===== src/rtl/adda_pkg.sv =====
// adda_pkg: shared mode type and mode encodings for the ADC-to-DAC streaming block.
package adda_pkg;

    typedef logic [1:0] mode_t;

    localparam mode_t MODE_PASS = 2'd0;
    localparam mode_t MODE_MASK = 2'd1;
    localparam mode_t MODE_RAMP = 2'd2;
    localparam mode_t MODE_HOLD = 2'd3;

endpackage


===== src/rtl/adda_clkgen.sv =====
// adda_clkgen: divided complementary converter clocks with registered edge ticks.
//   clk       - system clock
//   rst_n     - asynchronous active-low reset
//   div       - half-period length minus 1, latched only at half-period boundaries
//   ad_clk    - ADC clock (the phase register)
//   da_clk    - DAC clock, exact complement of ad_clk
//   tick_rise - high for the cycle after ad_clk rose
//   tick_fall - high for the cycle after ad_clk fell
module adda_clkgen #(
    parameter int DIV_W = 4
) (
    input  logic             clk,
    input  logic             rst_n,
    input  logic [DIV_W-1:0] div,
    output logic             ad_clk,
    output logic             da_clk,
    output logic             tick_rise,
    output logic             tick_fall
);

    logic [DIV_W-1:0] cnt;
    logic [DIV_W-1:0] div_l;
    logic             wrap;

    assign wrap = (cnt == div_l);

    // div is only sampled on a wrap, so a new setting never shortens the
    // half-period in progress and no runt pulses reach the converters.
    always_ff @(posedge clk or negedge rst_n) begin
        if (!rst_n) begin
            cnt       <= '0;
            div_l     <= '0;
            ad_clk    <= 1'b0;
            da_clk    <= 1'b1;
            tick_rise <= 1'b0;
            tick_fall <= 1'b0;
        end else begin
            cnt       <= wrap ? '0 : cnt + 1'b1;
            tick_rise <= wrap & ~ad_clk;
            tick_fall <= wrap & ad_clk;
            if (wrap) begin
                div_l  <= div;
                ad_clk <= ~ad_clk;
                da_clk <= ad_clk;
            end
        end
    end

endmodule


===== src/rtl/adda_stream.sv =====
// adda_stream: ADC capture, per-sample processing and DAC drive with running statistics.
//   i_clk, i_rst_n        - system clock, asynchronous active-low reset
//   i_div                 - converter half-period in i_clk cycles minus 1
//   i_mode                - PASS / MASK / RAMP / HOLD
//   i_mask                - AND mask (MASK) or constant output (HOLD)
//   i_offset              - signed offset added in PASS mode
//   i_stat_clr            - synchronous clear of min/max/sat
//   i_ad_data             - ADC parallel data
//   o_ad_clk, o_da_clk    - complementary converter clocks
//   o_da_data             - DAC parallel data
//   o_sample_stb          - one-cycle pulse when o_da_data updates
//   o_min, o_max, o_sat   - raw-sample statistics and sticky saturation flag
module adda_stream
    import adda_pkg::*;
#(
    parameter int W     = 8,
    parameter int DIV_W = 4
) (
    input  logic             i_clk,
    input  logic             i_rst_n,
    input  logic [DIV_W-1:0] i_div,
    input  mode_t            i_mode,
    input  logic [W-1:0]     i_mask,
    input  logic [W-1:0]     i_offset,
    input  logic             i_stat_clr,
    input  logic [W-1:0]     i_ad_data,
    output logic             o_ad_clk,
    output logic             o_da_clk,
    output logic [W-1:0]     o_da_data,
    output logic             o_sample_stb,
    output logic [W-1:0]     o_min,
    output logic [W-1:0]     o_max,
    output logic             o_sat
);

    logic         tick_rise;
    logic         tick_fall;
    logic [W-1:0] raw;
    logic [W-1:0] ramp;
    logic [W+1:0] sum;
    logic         clip;
    logic [W-1:0] pass_val;
    logic [W-1:0] next_data;

    adda_clkgen #(
        .DIV_W(DIV_W)
    ) u_clkgen (
        .clk      (i_clk),
        .rst_n    (i_rst_n),
        .div      (i_div),
        .ad_clk   (o_ad_clk),
        .da_clk   (o_da_clk),
        .tick_rise(tick_rise),
        .tick_fall(tick_fall)
    );

    // Two guard bits: bit W+1 flags a negative result, bit W an overflow.
    assign sum      = {2'b00, raw} + {{2{i_offset[W-1]}}, i_offset};
    assign clip     = sum[W+1] | sum[W];
    assign pass_val = sum[W+1] ? '0 : sum[W] ? '1 : sum[W-1:0];

    always_comb begin
        next_data = (i_mode == MODE_PASS) ? pass_val :
                    (i_mode == MODE_MASK) ? (raw & i_mask) :
                    (i_mode == MODE_RAMP) ? ramp : i_mask;
    end

    // Capture while the DAC clock rises, update half a period later so the
    // DAC latches a value that has been stable for a full half-period.
    // The ramp is held at zero on every update outside RAMP mode, so entering
    // RAMP always starts the pattern from zero.
    always_ff @(posedge i_clk or negedge i_rst_n) begin
        if (!i_rst_n) begin
            raw          <= '0;
            ramp         <= '0;
            o_da_data    <= '0;
            o_sample_stb <= 1'b0;
        end else begin
            o_sample_stb <= tick_rise;
            if (tick_fall)
                raw <= i_ad_data;
            if (tick_rise) begin
                o_da_data <= next_data;
                ramp      <= (i_mode == MODE_RAMP) ? ramp + 1'b1 : '0;
            end
        end
    end

    // Clear has priority over a coincident sample or saturation event.
    always_ff @(posedge i_clk or negedge i_rst_n) begin
        if (!i_rst_n) begin
            o_min <= '1;
            o_max <= '0;
            o_sat <= 1'b0;
        end else if (i_stat_clr) begin
            o_min <= '1;
            o_max <= '0;
            o_sat <= 1'b0;
        end else begin
            if (tick_fall) begin
                o_min <= (i_ad_data < o_min) ? i_ad_data : o_min;
                o_max <= (i_ad_data > o_max) ? i_ad_data : o_max;
            end
            if (tick_rise && i_mode == MODE_PASS && clip)
                o_sat <= 1'b1;
        end
    end

endmodule


===== config.mk =====
export PLATFORM = sky130hd
export DESIGN_NAME = adda_stream
export DESIGN_NICKNAME = d
export VERILOG_FILES = /design/src/rtl/adda_pkg.sv /design/src/rtl/adda_clkgen.sv /design/src/rtl/adda_stream.sv
export SDC_FILE = /design/constraint.sdc
export NUM_CORES = 1
export LEC_CHECK = 0
export CORE_AREA = 4 4 111 113
export DETAILED_ROUTE_END_ITERATION = 7
export DIE_AREA = 0 0 115 117
export DONT_BUFFER_PORTS = 1
export HOLD_SLACK_MARGIN = 0.02
export PLACE_DENSITY_LB_ADDON = 0.15
export SKIP_CTS_REPAIR_TIMING = 1
export SLEW_MARGIN = 20
export SYNTH_ARGS = -nofsm -noshare
export SYNTH_HDL_FRONTEND = slang
export SYNTH_HIERARCHICAL = 1
export SYNTH_SLANG_ARGS = --single-unit

===== constraint.sdc =====
create_clock -name i_clk -period 6.6 [get_ports i_clk]
set_input_delay 1.32 -clock i_clk [delete_from_list [all_inputs] [get_ports i_clk]]
set_output_delay 1.32 -clock i_clk [all_outputs]
set_load 0.02 [all_outputs]

==> run_results.csv, run 1 <==
group,metric,value,unit
power,ir_worst_vdd,0.179,mV
layout,instances_no_fill,461,
floorplanning,die-area,13500,um^2
sta,maxSlewViolCount,0,
clocking,ctsHtreeMaxLevel,2,
power,power_frac_comb,35.8,%
layout,drive_gt1_share,15.4,%
hold_path,hold_path_class,"flip-flop to flip-flop",
power,power_frac_seq,44.6,%
power,powerDensity,400,nW/um^2
synth,async_flop_share,100,%
synth,syn_area,3340,um^2
clocking,clkTransAtPathRegs,0.07,ns
sta,fin_ws,3.33,ns
drt,via_count,2309,
sta,grt_setup_unrepaired,"false",
synth,ys_warn_count,6,
sta,period_share,49.6,%
drt,vias_per_cell,5.01,
synth,ys_seq_elements,54,
synth,synth_top_cell_by_area,"dfrtp_1",
sta,whs,0.502,ns
drt,drt-total-wl,7830,um
drt,drt_pass1_iterations,4,
grt,grtUsageTotal,12.5,%
setup_path,crit_required,6.83,ns
setup_path,worstPathArrival,3.50,ns
layout,final_nets,377,
power,power,1.44,mW
power,switching_share,39.3,%
setup_path,start_kind,"primary input",
synth,synth_edf_count,0,
floorplanning,die_h,117,um
setup_path,path_max_fanout,9,
power,pwr-share-clk,19.6,%
synth,yosys.area.top_type_share,33.7,%
grt,grt_pass1_vias,2359,
synth,yosysUniqueCellTypes,56,
setup_path,path_class,"primary input to flip-flop",
placement,io_buffers,0,
power,p_switching,0.565,mW
floorplanning,io_pins,61,
placement,placed_cells,453,
clocking,cts_tree,"yes",
clocking,cts_buffer_depth,2,
synth,synthFlopType,"dfrtp_1",
power,power_leakage,1.59,nW
layout,syn_to_final_growth,7.67,%
drt,drtIter0Drc,111,
synth,syn_avg_cell_area,10.4,um^2
floorplanning,rows,39,
grt,grt_overflow,0,
placement,gp_congestion,0.764,
synth,ys_seq_area_share,40.8,%
synth,synth_area_leaders,"dfrtp_1 34%, ha_1 9.7%, dfstp_2 7.1%",
setup_path,cp-end-kind,"flip-flop",
synth,synth_cells,321,
run_status,status,"complete, no violations",
sta,fin_worst_skew,0.00313,ns
sta,finalSetupViolCount,0,
clocking,clock-root-buffer,"clkbuf_16",
placement,dp_slack,3.00,ns
sta,fmax,306,MHz
clocking,numCtsBuffers,5,
setup_path,cp_slowest_stage_delay,0.47,ns
sta,fin_tns_setup,0,ns
setup_path,cp_slowest_cell,"o41ai_4",
floorplanning,die_w,115,um
drt,ant_nets,0,
sta,tightest_slew,0.930,ns
clocking,clock_latency,0.30,ns
grt,grt_pass1_wl,12900,um
drt,wl_per_cell,17.0,um
floorplanning,core_region_area,11300,um^2
sta,maxSlewHeadroom,38.0,%
run,drv_cap,0,
grt,grt_max_degree,55,
sta,period_needed,3.27,ns
power,internal_power,0.874,mW
sta,hold_viol,0,
grt,antenna_found_initial,0,
drt,drc,0,
synth,syn-num-nets,381,
clocking,clock_sinks,54,
floorplanning,start_util,29.5,%
placement,dp_hpwl,5800,um
setup_path,path_cells,"ha_1 > fa_1 > a21o_1 > a22o_1 > or2_4 > o41ai_4 > o22ai_1 > a41oi_2",
layout,num_antenna_cells,0,
## Yosys cell counts, types with 5 or more instances
cell      instances
nor2b_1           9
xor2_1           10
nand3_1           8
dfstp_2           9
a31oi_1           7
ha_1             26
nor2_1           42
mux2i_1          17
inv_1            21
nand2_1           8
clkbuf_1          5
a21o_1            8
mux2_2           11
dfrtp_1          45
xnor2_1           6
o21ai_0          14
a21oi_1          11
o22ai_1           8
## sequential cells by signal, indices dropped and copies added, names as in the netlist
name                count
o_max                   8
u_clkgen/tick_rise      1
o_min                   8
u_clkgen/div_l          4
o_da_data               8
o_sat                   1
u_clkgen/da_clk         1
u_clkgen/ad_clk         1
u_clkgen/tick_fall      1
o_sample_stb            1
ramp                    8
raw                     8
u_clkgen/cnt            4
## power by group through the flow
stage	logic [mW]	clock network, mW	registers (mW)
floorplan	0.474	0	0.588
global placement	0.516	0	0.651
detailed placement	0.521	0	0.651
CTS	0.524	0.294	0.645
global route	0.591	0.308	0.662
finish	0.516	0.281	0.642
## placed cells by master, fill, tap and decap left out, types with 5 or more instances in the layout
master and instances:
a21o_1 8, a21oi_1 11, a31oi_1 7, clkbuf_16 5, dfrtp_1 45, dfstp_2 9
ha_1 26, inv_1 21, mux2_2 11, mux2i_1 17, nand2_1 8, nand3_1 8
nor2_1 42, nor2b_1 9, o21ai_0 14, o22ai_1 8, xnor2_1 6, xor2_1 10
## cells by family after synthesis
| group | share of synthesized area [%] |
|---|---|
| AO/OA/AOI/OAI | 18.4 |
| adder cells (fa/ha/maj) | 10.3 |
| XOR/XNOR | 4.19 |
| flip-flops | 40.8 |
| multiplexers | 10.1 |
| AND/OR/NAND/NOR | 11.3 |
| buffers and inverters | 4.79 |
## critical path, delay by kind of cell
kind                     cells  cell delay (ns)
AO/OA/AOI/OAI                5             1.29
adder cells (fa/ha/maj)      2             0.63
AND/OR/NAND/NOR              1             0.25
## layout make-up
cell class	instances	area, um^2
repair buffers	1	7.51
flip-flops and latches	54	1360
well taps	143	179
clock buffers	6	139
multi-input cells	234	1820
fillers	1191	7720
clock inverters	2	12.5
inverters	21	78.8
## metal layers
metal  up-vias  part of all wire [%]  wire [um]  track usage [%]
met2        59                    45       3530             19.0
met3         6                   7.3        569             4.63
met5         -                     0          0                0
met1      1106                    47       3670             16.9
li1       1138                     -          -                -
met4         0                  0.87         68             3.21
## through the flow
stage | cell area [um^2] | util [%]
6_report | 3600 | 31.8
5_1_grt | 3600 | 31.8
4_1_cts | 3600 | 31.8
3_5_place_dp | 3450 | 30.4
3_3_place_gp | 3450 | 30.4
2_1_floorplan | 3340 | -
## path summary, 6_finish.rpt
| path | start | to | slack, ns | depth (start not counted) |
|---|---|---|---|---|
| worst max-delay path | i_offset[0] | o_da_data[7] | 3.33 | 8 |
| worst min-delay path | u_clkgen/cnt[0] | u_clkgen/cnt[0] | 0.50 | 1 |
| worst max register to register | raw[0] | o_da_data[7] | 3.87 | 8 |
| worst min register to register | u_clkgen/cnt[0] | u_clkgen/cnt[0] | 0.50 | 1 |
| max in group asynchronous | i_rst_n | o_min[7] | 5.69 | 0 |
| min in group asynchronous | i_rst_n | o_da_data[4] | 0.71 | 0 |
(Power assumes the default switching activity.)
==> run 2: changes to the inputs <==
==> constraint.sdc (replaced) <==
create_clock -name i_clk -period 3.35 [get_ports i_clk]
set_input_delay 0.67 -clock i_clk [delete_from_list [all_inputs] [get_ports i_clk]]
set_output_delay 0.67 -clock i_clk [all_outputs]
set_load 0.02 [all_outputs]
==> run 2 against run 1 <==
Compared with the run above:
- count of clock-buffer cells in the layout is the same
- worst hold slack lost 0.44 ns
- worst setup slack lost 2.8 ns
- via count grew 0.56%
- clock skew grew 0.00056 ns
- global-route usage grew 0.29 points
- first-iteration DRC count grew 32%
- sequential power grew 93%
- critical endpoint unchanged
- power grew 96%
==> run_results.csv, run 2 (synthesis gave the netlist of run 1 again) <==
group,metric,value,unit
floorplanning,die_h,117,um
clocking,clkTransAtPathRegs,0.07,ns
setup_path,worstPathArrival,3.01,ns
floorplanning,start_util,29.5,%
setup_path,path_max_fanout,9,
layout,num_antenna_cells,0,
placement,io_buffers,0,
layout,instances_no_fill,462,
floorplanning,core_region_area,11300,um^2
layout,syn_to_final_growth,7.53,%
clocking,numCtsBuffers,5,
layout,final_nets,378,
clocking,ctsHtreeMaxLevel,2,
sta,hold_viol,0,
grt,antenna_found_initial,0,
sta,fin_worst_skew,0.00369,ns
clocking,clock-root-buffer,"clkbuf_16",
power,ir_worst_vdd,0.313,mV
grt,grt_overflow,0,
run_status,status,"complete, no violations",
sta,maxSlewViolCount,0,
grt,grt_pass1_vias,2386,
layout,most-common-layout-cells,"45 x dfrtp_1, 42 x nor2_1, 26 x ha_1, 21 x inv_1, 17 x mux2i_1",
clocking,clock_sinks,54,
setup_path,path_class,"flip-flop to flip-flop",
sta,tightest_slew,0.590,ns
drt,vias_per_cell,5.03,
clocking,cts_tree,"yes",
layout,mostFrequentLayoutCell,"dfrtp_1",
sta,fmax,358,MHz
setup_path,startpoint,"raw[0]",
drt,wl_per_cell,17.5,um
floorplanning,rows,39,
floorplanning,io_pins,61,
power,power_leakage,1.59,nW
sta,finalSetupViolCount,0,
hold_path,hold_path_class,"primary input to asynchronous set/reset pin",
setup_path,cp-end-kind,"flip-flop",
drt,drc,0,
drt,via_count,2322,
power,powerDensity,783,nW/um^2
sta,grt_setup_unrepaired,"false",
floorplanning,die_w,115,um
sta,maxSlewHeadroom,60.5,%
floorplanning,die-area,13500,um^2
grt,grt_pass1_wl,13200,um
grt,grtUsageTotal,12.8,%
sta,fin_tns_setup,0,ns
placement,placed_cells,454,
sta,period_share,83.3,%
layout,drive_gt1_share,15.4,%
drt,drt_pass1_iterations,4,
drt,ant_nets,0,
setup_path,reg2reg_from,"raw[0]",
drt,drt-total-wl,8060,um
run,drv_cap,0,
layout,fill_cells,1180,
setup_path,crit_required,3.57,ns
sta,period_needed,2.79,ns
clocking,clock_latency,0.30,ns
grt,grt_max_degree,55,
placement,dp_hpwl,5930,um
placement,gp_congestion,0.760,
drt,drtIter0Drc,146,
clocking,cts_buffer_depth,2,
setup_path,start_kind,"flip-flop",
-- run 2: cell count changes in the layout (fill, tap and decap cells not counted), sizes merged --
cell,delta
clkinvlp,-1
clkinv,+1
buf,+1
-- run 2: area by class of cell --
class / instances / area (um^2) / area share (%)
inverter: 21 / 78.8 / 2.19
timing repair buffer: 2 / 15.0 / 0.418
tap: 143 / 179 / 4.98
sequential: 54 / 1360 / 37.9
clock buffer: 6 / 129 / 3.59
multi-input combinational: 234 / 1820 / 50.6
clock inverter: 2 / 10.0 / 0.279
-- run 2: metrics by stage --
stage / cell area (um^2) / hold WS, ns / setup slack (ns) / total power [mW] / util, %
floorplan: 3340 / 0.374 / 0.630 / 2.09 / -
global placement: 3450 / 0.378 / 0.413 / 2.30 / 30.5
detailed placement: 3450 / 0.378 / 0.363 / 2.32 / 30.5
CTS: 3590 / 0.0411 / 0.548 / 2.87 / 31.7
global route: 3590 / 0.0399 / 0.384 / 3.07 / 31.7
finish: 3590 / 0.0603 / 0.560 / 2.82 / 31.7
-- run 2: worst paths after layout --
| kind | to | slack [ns] | cells past startpoint |
|---|---|---|---|
| min in group i_clk | o_max[4] | 0.43 | 1 |
| max | o_da_data[7] | 0.56 | 8 |
| min | o_da_data[3] | 0.06 | 0 |
| max reg2reg | o_da_data[7] | 0.56 | 8 |
| min reg2reg | u_clkgen/cnt[0] | 0.51 | 1 |
| max in group asynchronous | o_min[2] | 3.10 | 0 |
-- run 2: power breakdown --
part | internal (mW) | leakage, nW | switching (mW)
clock network | 0.276 | 0.0706 | 0.251
logic | 0.537 | 0.853 | 0.513
registers | 0.892 | 0.668 | 0.347
total | 1.70 | 1.59 | 1.11
-- run 2: critical path, cell delays in order (launching register included) --
cell and delay, ns:
dfrtp_1 0.43, ha_1 0.25, fa_1 0.42, a21o_1 0.21, a22o_1 0.23, or2_4 0.25
o41ai_4 0.49, o22ai_1 0.21, a41oi_2 0.20
-- run 2: per-layer routing --
metal | up-vias | part of all wire, % | GRT usage (%)
met3 | 9 | 7.9 | 4.11
met2 | 62 | 45 | 19.9
met4 | 0 | 1.8 | 4.85
met1 | 1117 | 46 | 16.7
met5 | - | 0 | 0
li1 | 1134 | - | -
==> run 3: changes to the inputs <==
==> constraint.sdc (replaced) <==
create_clock -name i_clk -period 2.9 [get_ports i_clk]
set_input_delay 0.58 -clock i_clk [delete_from_list [all_inputs] [get_ports i_clk]]
set_output_delay 0.58 -clock i_clk [all_outputs]
set_load 0.02 [all_outputs]
==> run 3 against run 2 <==
Compared with the run above:
- fmax grew 9.6%
- sequential share of layout area fell by 0.73 points
- largest power group unchanged
- first-iteration DRC count is 6.2% higher
- wire length is 2.5% higher
- worst hold slack improved by 0.055 ns
- final cell count up 0.65%
- die area unchanged
- core utilization rose by 0.62 points
- critical path depth grew 1
==> run_results.csv, run 3 (synthesis gave the netlist of run 1 again) <==
group,metric,value,unit
sta,fin_tns_setup,0,ns
layout,fill_cells,1207,
drt,drt_pass1_iterations,4,
setup_path,start_kind,"flip-flop",
grt,antenna_found_initial,0,
layout,design_area,3660,um^2
drt,ant_nets,0,
layout,mostFrequentLayoutCell,"dfrtp_1",
setup_path,cp-end-kind,"flip-flop",
drt,wl_per_cell,17.8,um
placement,placed_cells,456,
drt,drtIter0Drc,155,
sta,finalSetupViolCount,0,
clocking,clock-root-buffer,"clkbuf_16",
sta,tightest_slew,0.511,ns
sta,hold_viol,0,
clocking,numCtsBuffers,5,
sta,fin_ws,0.355,ns
setup_path,path_max_fanout,9,
clocking,clkTransAtPathRegs,0.07,ns
drt,vias_per_cell,5.06,
grt,grt_pass1_vias,2397,
power,powerDensity,918,nW/um^2
sta,maxSlewHeadroom,65.7,%
layout,syn_to_final_growth,9.62,%
sta,fmax,393,MHz
setup_path,worstPathArrival,2.77,ns
clocking,clock_latency,0.30,ns
run_status,status,"complete, no violations",
placement,dp_hpwl,5910,um
sta,maxSlewViolCount,0,
placement,io_buffers,0,
setup_path,crit_required,3.12,ns
floorplanning,core_region_area,11300,um^2
power,power_leakage,1.63,nW
floorplanning,rows,39,
layout,final_util,32.4,%
placement,dpl-instance-area,3470,um^2
grt,grt_max_degree,55,
floorplanning,die_h,117,um
hold_path,hold_path_class,"primary input to asynchronous set/reset pin",
power,power,3.36,mW
drt,via_count,2352,
sta,period_share,87.8,%
grt,grt_overflow,0,
sta,fin_worst_skew,0.00647,ns
clocking,cts_buffer_depth,2,
drt,drc,0,
placement,gp_congestion,0.760,
sta,period_needed,2.54,ns
sta,whs,0.115,ns
placement,dp_slack,0.222,ns
grt,grt_pass1_wl,13200,um
layout,most-common-layout-cells,"45 x dfrtp_1, 42 x nor2_1, 26 x ha_1, 21 x inv_1, 17 x mux2i_1",
drt,wl_met2,3690,um
clocking,ctsHtreeMaxLevel,2,
grt,grtUsageTotal,12.7,%
drt,top_layer,"met4",
floorplanning,die-area,13500,um^2
drt,dr_wl_met3,612,um
drt,drt-total-wl,8270,um
sta,grt_setup_unrepaired,"false",
floorplanning,start_util,29.5,%
power,ir_worst_vdd,0.399,mV
run,drv_cap,0,
layout,final_nets,381,
layout,drive_gt1_share,16.5,%
setup_path,rrSetupSlack,0.36,ns
floorplanning,io_pins,61,
setup_path,path_class,"flip-flop to flip-flop",
clocking,cts_tree,"yes",
clocking,clock_sinks,54,
floorplanning,die_w,115,um
layout,num_antenna_cells,0,
drt,drt-met1-wl,3830,um
layout,instances_no_fill,465,
[run 3: worst max-delay path, cell delays in order (launching register included)]
cell	delay, ns
dfrtp_1	0.43
ha_1	0.25
fa_1	0.40
a21o_1	0.21
a22o_1	0.22
or2_4	0.25
o41ai_4	0.20
buf_4	0.21
o22ai_1	0.09
a31oi_1	0.19
[run 3: where the power goes]
part | total, mW | switching [mW] | internal, mW
logic | 1.25 | 0.607 | 0.639
registers | 1.43 | 0.404 | 1.03
clock network | 0.684 | 0.291 | 0.392
[run 3: per-layer routing]
| metal | global-route usage, % | up-vias |
|---|---|---|
| met5 | 0 | - |
| li1 | - | 1142 |
| met3 | 4.68 | 11 |
| met1 | 16.9 | 1136 |
| met2 | 19.1 | 63 |
| met4 | 4.23 | 0 |
[run 3: layout make-up]
cell class / count / area (um^2) / area share, %
Multi-Input combinational cell: 234 / 1820 / 49.7
Inverter: 21 / 78.8 / 2.15
Tap cell: 143 / 179 / 4.88
Clock buffer: 8 / 166 / 4.54
Sequential cell: 54 / 1360 / 37.2
Timing Repair Buffer: 5 / 57.6 / 1.57
[run 3: worst paths after layout]
kind / start / to / cells after the start
max: raw[0] / o_da_data[0] / 9
min: i_rst_n / o_min[5] / 0
max reg2reg: raw[0] / o_da_data[0] / 9
min reg2reg: u_clkgen/cnt[0] / u_clkgen/cnt[0] / 1
max in group asynchronous: i_rst_n / u_clkgen/ad_clk / 1
min in group i_clk: i_stat_clr / o_max[7] / 1
